<file path="src/rtl/vdp_spinfo_pkg.sv">
// Shared definitions for the double-banked sprite-info line buffer:
// default geometry, count-width helper and the sprite-info field layout.
package vdp_spinfo_pkg;

    localparam int SPI_DEPTH = 8;
    localparam int SPI_WIDTH = 32;

    // Field layout inside one entry, LSB first: X, pattern, color, CC, IC.
    localparam int SPI_X_LSB   = 0;
    localparam int SPI_X_W     = 9;
    localparam int SPI_PAT_LSB = SPI_X_LSB + SPI_X_W;
    localparam int SPI_PAT_W   = 16;
    localparam int SPI_COL_LSB = SPI_PAT_LSB + SPI_PAT_W;
    localparam int SPI_COL_W   = 4;
    localparam int SPI_CC_BIT  = SPI_COL_LSB + SPI_COL_W;
    localparam int SPI_IC_BIT  = SPI_CC_BIT + 1;

    // Width of a counter that must hold 0..depth inclusive.
    function automatic int count_width(input int depth);
        return $clog2(depth + 1);
    endfunction

    function automatic logic [SPI_WIDTH-1:0] spinfo_pack(
        input logic [SPI_X_W-1:0]   x,
        input logic [SPI_PAT_W-1:0] pattern,
        input logic [SPI_COL_W-1:0] color,
        input logic                 cc,
        input logic                 ic
    );
        logic [SPI_WIDTH-1:0] r_word;
        r_word                             = '0;
        r_word[SPI_X_LSB   +: SPI_X_W]     = x;
        r_word[SPI_PAT_LSB +: SPI_PAT_W]   = pattern;
        r_word[SPI_COL_LSB +: SPI_COL_W]   = color;
        r_word[SPI_CC_BIT]                 = cc;
        r_word[SPI_IC_BIT]                 = ic;
        return r_word;
    endfunction

endpackage

</file>
<file path="src/rtl/vdp_spinfo_buf_if.sv">
// Fill/display bus of the sprite-info line buffer; the master is the
// sprite evaluator plus the line renderer, the slave is the buffer.
interface vdp_spinfo_buf_if import vdp_spinfo_pkg::*; #(
    parameter int DEPTH = SPI_DEPTH,
    parameter int WIDTH = SPI_WIDTH
) ();
    localparam int AW = $clog2(DEPTH);
    localparam int CW = count_width(DEPTH);

    logic             SWAP;
    logic             WR_EN;
    logic [WIDTH-1:0] WR_DATA;
    logic [CW-1:0]    WR_COUNT;
    logic             FULL;
    logic             OVERFLOW;
    logic [AW-1:0]    RD_ADDR;
    logic [WIDTH-1:0] RD_DATA;
    logic             RD_VALID;
    logic [CW-1:0]    RD_COUNT;
    logic             RD_OVF;

    modport master (
        output SWAP, WR_EN, WR_DATA, RD_ADDR,
        input  WR_COUNT, FULL, OVERFLOW, RD_DATA, RD_VALID, RD_COUNT, RD_OVF
    );

    modport slave (
        input  SWAP, WR_EN, WR_DATA, RD_ADDR,
        output WR_COUNT, FULL, OVERFLOW, RD_DATA, RD_VALID, RD_COUNT, RD_OVF
    );
endinterface

</file>
<file path="src/rtl/vdp_spinfo_bank.sv">
// One DEPTH x WIDTH sprite-info bank: single write port, read through a
// registered address so it maps onto block or distributed RAM.
module vdp_spinfo_bank #(
    parameter  int DEPTH = 8,
    parameter  int WIDTH = 32,
    localparam int AW    = $clog2(DEPTH)
) (
    input  logic             clk,
    input  logic             rst_n,
    input  logic             i_we,
    input  logic [AW-1:0]    i_waddr,
    input  logic [WIDTH-1:0] i_wdata,
    input  logic [AW-1:0]    i_raddr,
    output logic [WIDTH-1:0] o_rdata
);
    logic [WIDTH-1:0] r_mem [DEPTH];
    logic [AW-1:0]    r_raddr;

    // NOTE: the storage array has no reset on purpose; a reset term would stop
    // RAM inference. Stale words are harmless because the counts mask them.
    always_ff @(posedge clk) begin
        if (i_we) r_mem[i_waddr] <= i_wdata;
    end

    always_ff @(posedge clk or negedge rst_n) begin
        if (!rst_n) r_raddr <= '0;
        else        r_raddr <= i_raddr;
    end

    assign o_rdata = r_mem[r_raddr];
endmodule

</file>
<file path="src/rtl/vdp_spinfo_buf.sv">
// Double-banked sprite-info line buffer: the evaluator fills one bank while
// the renderer reads the other; SWAP at the line boundary exchanges them.
module vdp_spinfo_buf import vdp_spinfo_pkg::*; #(
    parameter int DEPTH = SPI_DEPTH,
    parameter int WIDTH = SPI_WIDTH,
    parameter int LIMIT = DEPTH
) (
    input  logic            CLK21M,
    input  logic            RESET_n,
    vdp_spinfo_buf_if.slave bus
);
    localparam int AW = $clog2(DEPTH);
    localparam int CW = count_width(DEPTH);

    logic             r_sel;
    logic             r_rd_sel;
    logic [CW-1:0]    r_wr_count;
    logic             r_ovf;
    logic [CW-1:0]    r_rd_count;
    logic             r_rd_ovf;
    logic [AW-1:0]    r_rd_addr;

    logic             w_full;
    logic             w_wr_ok;
    logic [CW-1:0]    w_count_next;
    logic             w_ovf_next;
    logic             w_rd_valid;
    logic [WIDTH-1:0] w_rdata [2];

    assign w_full       = (r_wr_count == CW'(LIMIT));
    assign w_wr_ok      = bus.WR_EN && !w_full;
    assign w_count_next = r_wr_count + CW'(w_wr_ok);
    assign w_ovf_next   = r_ovf | (bus.WR_EN & w_full);

    // Bank b is the fill bank while r_sel == b; only that bank is ever written.
    for (genvar b = 0; b < 2; b++) begin : g_bank
        vdp_spinfo_bank #(
            .DEPTH (DEPTH),
            .WIDTH (WIDTH)
        ) u_bank (
            .clk     (CLK21M),
            .rst_n   (RESET_n),
            .i_we    (w_wr_ok && (r_sel == 1'(b))),
            .i_waddr (r_wr_count[AW-1:0]),
            .i_wdata (bus.WR_DATA),
            .i_raddr (bus.RD_ADDR),
            .o_rdata (w_rdata[b])
        );
    end

    // A write coinciding with SWAP lands in the outgoing bank, so the handed-over
    // count and overflow are taken from the post-write values.
    // NOTE: every register here uses <= so all of them see the pre-edge values.
    always_ff @(posedge CLK21M or negedge RESET_n) begin
        if (!RESET_n) begin
            r_sel      <= 1'b0;
            r_rd_sel   <= 1'b1;
            r_wr_count <= '0;
            r_ovf      <= 1'b0;
            r_rd_count <= '0;
            r_rd_ovf   <= 1'b0;
            r_rd_addr  <= '0;
        end else begin
            r_rd_addr <= bus.RD_ADDR;
            r_rd_sel  <= ~(r_sel ^ bus.SWAP);
            if (bus.SWAP) begin
                r_sel      <= ~r_sel;
                r_rd_count <= w_count_next;
                r_rd_ovf   <= w_ovf_next;
                r_wr_count <= '0;
                r_ovf      <= 1'b0;
            end else begin
                r_wr_count <= w_count_next;
                r_ovf      <= w_ovf_next;
            end
        end
    end

    assign w_rd_valid   = (CW'(r_rd_addr) < r_rd_count);

    assign bus.WR_COUNT = r_wr_count;
    assign bus.FULL     = w_full;
    assign bus.OVERFLOW = r_ovf;
    assign bus.RD_COUNT = r_rd_count;
    assign bus.RD_OVF   = r_rd_ovf;
    assign bus.RD_VALID = w_rd_valid;
    assign bus.RD_DATA  = w_rd_valid ? w_rdata[r_rd_sel] : '0;
endmodule

</file>
<file path="src/flat_wrapper.sv">
// flat-port wrapper written by rule: the top's interface ports become plain ports
module vdp_spinfo_buf_flat import vdp_spinfo_pkg::*;
#(
    parameter int DEPTH = SPI_DEPTH,
    parameter int WIDTH = SPI_WIDTH,
    parameter int LIMIT = DEPTH
)
  (CLK21M, RESET_n, bus_SWAP, bus_WR_EN, bus_WR_DATA, bus_RD_ADDR, bus_WR_COUNT, bus_FULL, bus_OVERFLOW, bus_RD_DATA, bus_RD_VALID, bus_RD_COUNT, bus_RD_OVF);
  vdp_spinfo_buf_if #(.DEPTH(DEPTH), .WIDTH(WIDTH)) bus_i ();
  input  logic CLK21M;
  input  logic RESET_n;
  input wire logic [$bits(bus_i.SWAP)-1:0] bus_SWAP;
  input wire logic [$bits(bus_i.WR_EN)-1:0] bus_WR_EN;
  input wire logic [$bits(bus_i.WR_DATA)-1:0] bus_WR_DATA;
  input wire logic [$bits(bus_i.RD_ADDR)-1:0] bus_RD_ADDR;
  output wire logic [$bits(bus_i.WR_COUNT)-1:0] bus_WR_COUNT;
  output wire logic [$bits(bus_i.FULL)-1:0] bus_FULL;
  output wire logic [$bits(bus_i.OVERFLOW)-1:0] bus_OVERFLOW;
  output wire logic [$bits(bus_i.RD_DATA)-1:0] bus_RD_DATA;
  output wire logic [$bits(bus_i.RD_VALID)-1:0] bus_RD_VALID;
  output wire logic [$bits(bus_i.RD_COUNT)-1:0] bus_RD_COUNT;
  output wire logic [$bits(bus_i.RD_OVF)-1:0] bus_RD_OVF;
  assign bus_i.SWAP = bus_SWAP;
  assign bus_i.WR_EN = bus_WR_EN;
  assign bus_i.WR_DATA = bus_WR_DATA;
  assign bus_i.RD_ADDR = bus_RD_ADDR;
  assign bus_WR_COUNT = bus_i.WR_COUNT;
  assign bus_FULL = bus_i.FULL;
  assign bus_OVERFLOW = bus_i.OVERFLOW;
  assign bus_RD_DATA = bus_i.RD_DATA;
  assign bus_RD_VALID = bus_i.RD_VALID;
  assign bus_RD_COUNT = bus_i.RD_COUNT;
  assign bus_RD_OVF = bus_i.RD_OVF;
  vdp_spinfo_buf #(.DEPTH(DEPTH), .WIDTH(WIDTH), .LIMIT(LIMIT)) u_core (.CLK21M(CLK21M), .RESET_n(RESET_n), .bus(bus_i));
endmodule
</file>
<file path="config.mk">
export PLATFORM = sky130hd
export DESIGN_NAME = vdp_spinfo_buf_flat
export DESIGN_NICKNAME = d
export VERILOG_FILES = /design/src/rtl/vdp_spinfo_pkg.sv /design/src/rtl/vdp_spinfo_buf_if.sv /design/src/rtl/vdp_spinfo_bank.sv /design/src/rtl/vdp_spinfo_buf.sv /design/src/flat_wrapper.sv
export SDC_FILE = /design/constraint.sdc
export NUM_CORES = 1
export LEC_CHECK = 0
export ABC_AREA = 0
export ABC_CLOCK_PERIOD_IN_PS = 5100
export CORE_MARGIN = 2
export CORE_UTILIZATION = 45
export DETAILED_ROUTE_END_ITERATION = 12
export SYNTH_ARGS = -nofsm -noshare
export SYNTH_HDL_FRONTEND = slang
export SYNTH_HIERARCHICAL = 1
export SYNTH_SLANG_ARGS = --single-unit
</file>
<file path="constraint.sdc">
create_clock -name CLK21M -period 5.1 [get_ports CLK21M]
set_input_delay 0.51 -clock CLK21M [delete_from_list [all_inputs] [get_ports CLK21M]]
set_output_delay 0.51 -clock CLK21M [all_outputs]
set_load 0.01 [all_outputs]
</file>
==> metrics.cfg <==
[global_routing]
grt_pass1_vias=9884
grt_use_total=0.185
overflow=0
grt_pass1_wl_um=64400
grt_max_degree=43
antenna_found_initial=2

[sta]
slew_violations=0
fmax_mhz=244
timing_hold_violations_final=0
period_minus_slack_ns=4.10
whs_ns=0.452
clock_skew_ns=0.0188
layout_setup_ws_ns=1.00
worst_pin_slew_ns=1.10
period_share=0.803
rsz0062_at_grt=false
tns_ns=0
setup_viol=0
maxSlewHeadroom=0.264

[placed_design]
port_buffers=82
place.gp.congestion=0.700
pre_cts_slack_ns=1.57
dp.final_hpwl_um=23900
place_area_um2=22700
placedCellCount=1562

[run]
cap_violations=0

[cts]
clk_latency_ns=0.59
ctsHoldBuffers=0
cts_buffer_depth=3
post_cts_resize_count=0
clkTransAtPathRegs_ns=0.06
postCtsSetupBuffers=0
clock_sinks=533
cts_buffers=53
h-tree-depth=2
cts_tree=done
cts_root_buffer=clkbuf_16

[critical_path]
path_class=register to primary output
crit_family=multiplexers
crit_cells=6
ff2ff_path_depth=6
rrSetupSlack_ns=1.98
worstPathRequired_ns=4.59
critical_path.max_stage_delay_ns=0.90
cpMaxStageDelayCell=dfrtp_4
worstSetupStartpoint=u_core/g_bank[1].u_bank/r_raddr[0]$_DFF_PN0_
end_kind=primary output
path_cells=buf_12, mux4_1, mux2_2, mux2i_1, a21oi_4, clkdlybuf4s50_1
critPathBufInv=2
timing.rr.end=u_core/g_bank[0].u_bank/r_mem[1][14]$_DFFE_PP_
crit_path_max_fanout=36
critPathLaunchType=register
cp.arrival_ns=3.59
worstSetupEndpoint=bus_RD_DATA[4]
r2r-start=u_core/bus.WR_COUNT[1]$_DFF_PN0_

[floorplanning]
ios=83
start_util=0.454
die_w_um=221
rows=79
core-area_um2=46500
die_area_um2=48700
die_height_um=221

[pwr]
swShare=0.228
p_leak_nw=7.94
seqPwrFrac=0.517
clkPwrFrac=0.376
powerDensity_nw_per_um2=405
switchingPower_mw=2.25
ir_drop_mv=0.315
total_power_mw=9.87
pwr-share-comb=0.106
p_int_mw=7.61

[yosys]
synth_edf_count=512
synth_cell_types=29
synth_common_cells=edfxtp_1 (512), mux4_1 (80), mux2_2 (65)
ys_seq_elements=533
synth.cell_area_um2=21100
synth-main-ff-cell=edfxtp_1
yosysSeqAreaShare=0.753
synth_top_cell_area_share=0.728
syn_nets=940
synthTopCellsByArea=edfxtp_1 (73%), mux4_1 (10%), mux4_2 (5.1%), mux2_2 (3.5%), dfrtp_1 (2.4%)
avgSynthCellArea_um2=23.5
synthArstFlopShare=0.0394
synthMostInstantiatedCell=edfxtp_1
yosysWarnings=6
synth_area_leader_cell=edfxtp_1
postSynthCellCount=897

[cells_and_area]
fin_cells=1659
layout.nets=1053
area_delta_synth_final_pct=15.5
drive_gt1_frac=0.247
final_util=0.525
n_antenna_cell=0
post-route-cell-area_um2=24400

[drt]
dr.pass1.iters=5
routed_via_density=5.70
drtAntennaViolNets=0
drt-total-wl_um=43600
drc=0
drt_iter0_markers=570
wl_per_cell_um=26.3
num_vias=9455

[status]
status=finished clean

[worst_hold_path]
hold_class=input pin to async pin

-- layer usage --
metal / track usage / share of wire
met4: 0.0500 / 0.019
met3: 0.0287 / 0.037
met5: 0 / 0.00062
met2: 0.305 / 0.49
met1: 0.259 / 0.45
-- layout make-up --
class / instances / area [µm²]
tap: 607 / 759
inverter: 3 / 11.3
timing repair buffer: 105 / 1070
multi-input combinational: 314 / 4980
sequential: 533 / 15900
fill: 3611 / 22100
clock inverter: 30 / 210
clock buffer: 67 / 1440
-- kinds of logic after synthesis --
logic type | after synthesis | synth area share
flip-flops | 533 | 0.753
adder cells (fa/ha/maj) | 4 | 0.00237
AO/OA/AOI/OAI | 38 | 0.0158
XOR/XNOR | 3 | 0.00125
AND/OR/NAND/NOR | 44 | 0.0101
multiplexers | 225 | 0.201
buffers and inverters | 50 | 0.0164
-- layout by cell type (no fill, tap or decap), drive strengths merged --
| cell type | synthesis | layout |
|---|---|---|
| clkdlybuf4s50 | 0 | 82 |
| nor2 | 20 | 20 |
| ha | 4 | 4 |
| xor2 | 2 | 2 |
| mux4 | 128 | 128 |
| dfrtp | 20 | 20 |
| buf | 44 | 23 |
| xnor2 | 1 | 1 |
| nor3 | 4 | 4 |
| nor4b | 1 | 1 |
| nand3 | 1 | 1 |
| bufinv | 0 | 3 |
| inv | 3 | 5 |
| nand2b | 7 | 7 |
| clkbuf | 3 | 67 |
| and2 | 1 | 1 |
| nor2b | 4 | 4 |
| mux2i | 32 | 32 |
| clkinv | 0 | 25 |
| edfxtp | 512 | 512 |
| nand2 | 6 | 6 |
| o21ai | 1 | 1 |
| a21oi | 36 | 36 |
| a211o | 1 | 1 |
| dfstp | 1 | 1 |
| mux2 | 65 | 65 |
-- power by group through the flow --
stage	combinational, mW	sequential, mW	clock [mW]
finish	1.05	5.10	3.71
global route	1.12	5.12	3.97
CTS	1.07	5.11	3.81
detailed placement	1.07	5.20	0
global placement	1.06	5.19	0
floorplan	0.647	5.10	0
-- how the worst min path moves through the flow --
stage,slack [ns],endpoint
6_report,0.45,u_core/r_rd_addr[0]$_DFF_PN0_
5_1_grt,0.47,u_core/g_bank[1].u_bank/r_raddr[1]$_DFF_PN0_
4_1_cts,0.44,u_core/g_bank[0].u_bank/r_raddr[1]$_DFF_PN0_
3_5_place_dp,0.49,u_core/r_sel$_DFFE_PN0P_
3_3_place_gp,0.49,u_core/r_sel$_DFFE_PN0P_
2_1_floorplan,0.21,u_core/bus.OVERFLOW$_DFF_PN0_
-- state kept, by name, indices dropped and copies added, names as in the netlist --
signal	count
u_core/g_bank.u_bank/r_mem	512
u_core/g_bank.u_bank/r_raddr	6
u_core/bus.RD_COUNT	4
u_core/bus.WR_COUNT	4
u_core/r_rd_addr	3
u_core/bus.OVERFLOW	1
u_core/bus.RD_OVF	1
u_core/r_rd_sel	1
u_core/r_sel	1
Power figures use the tool's default switching activity.
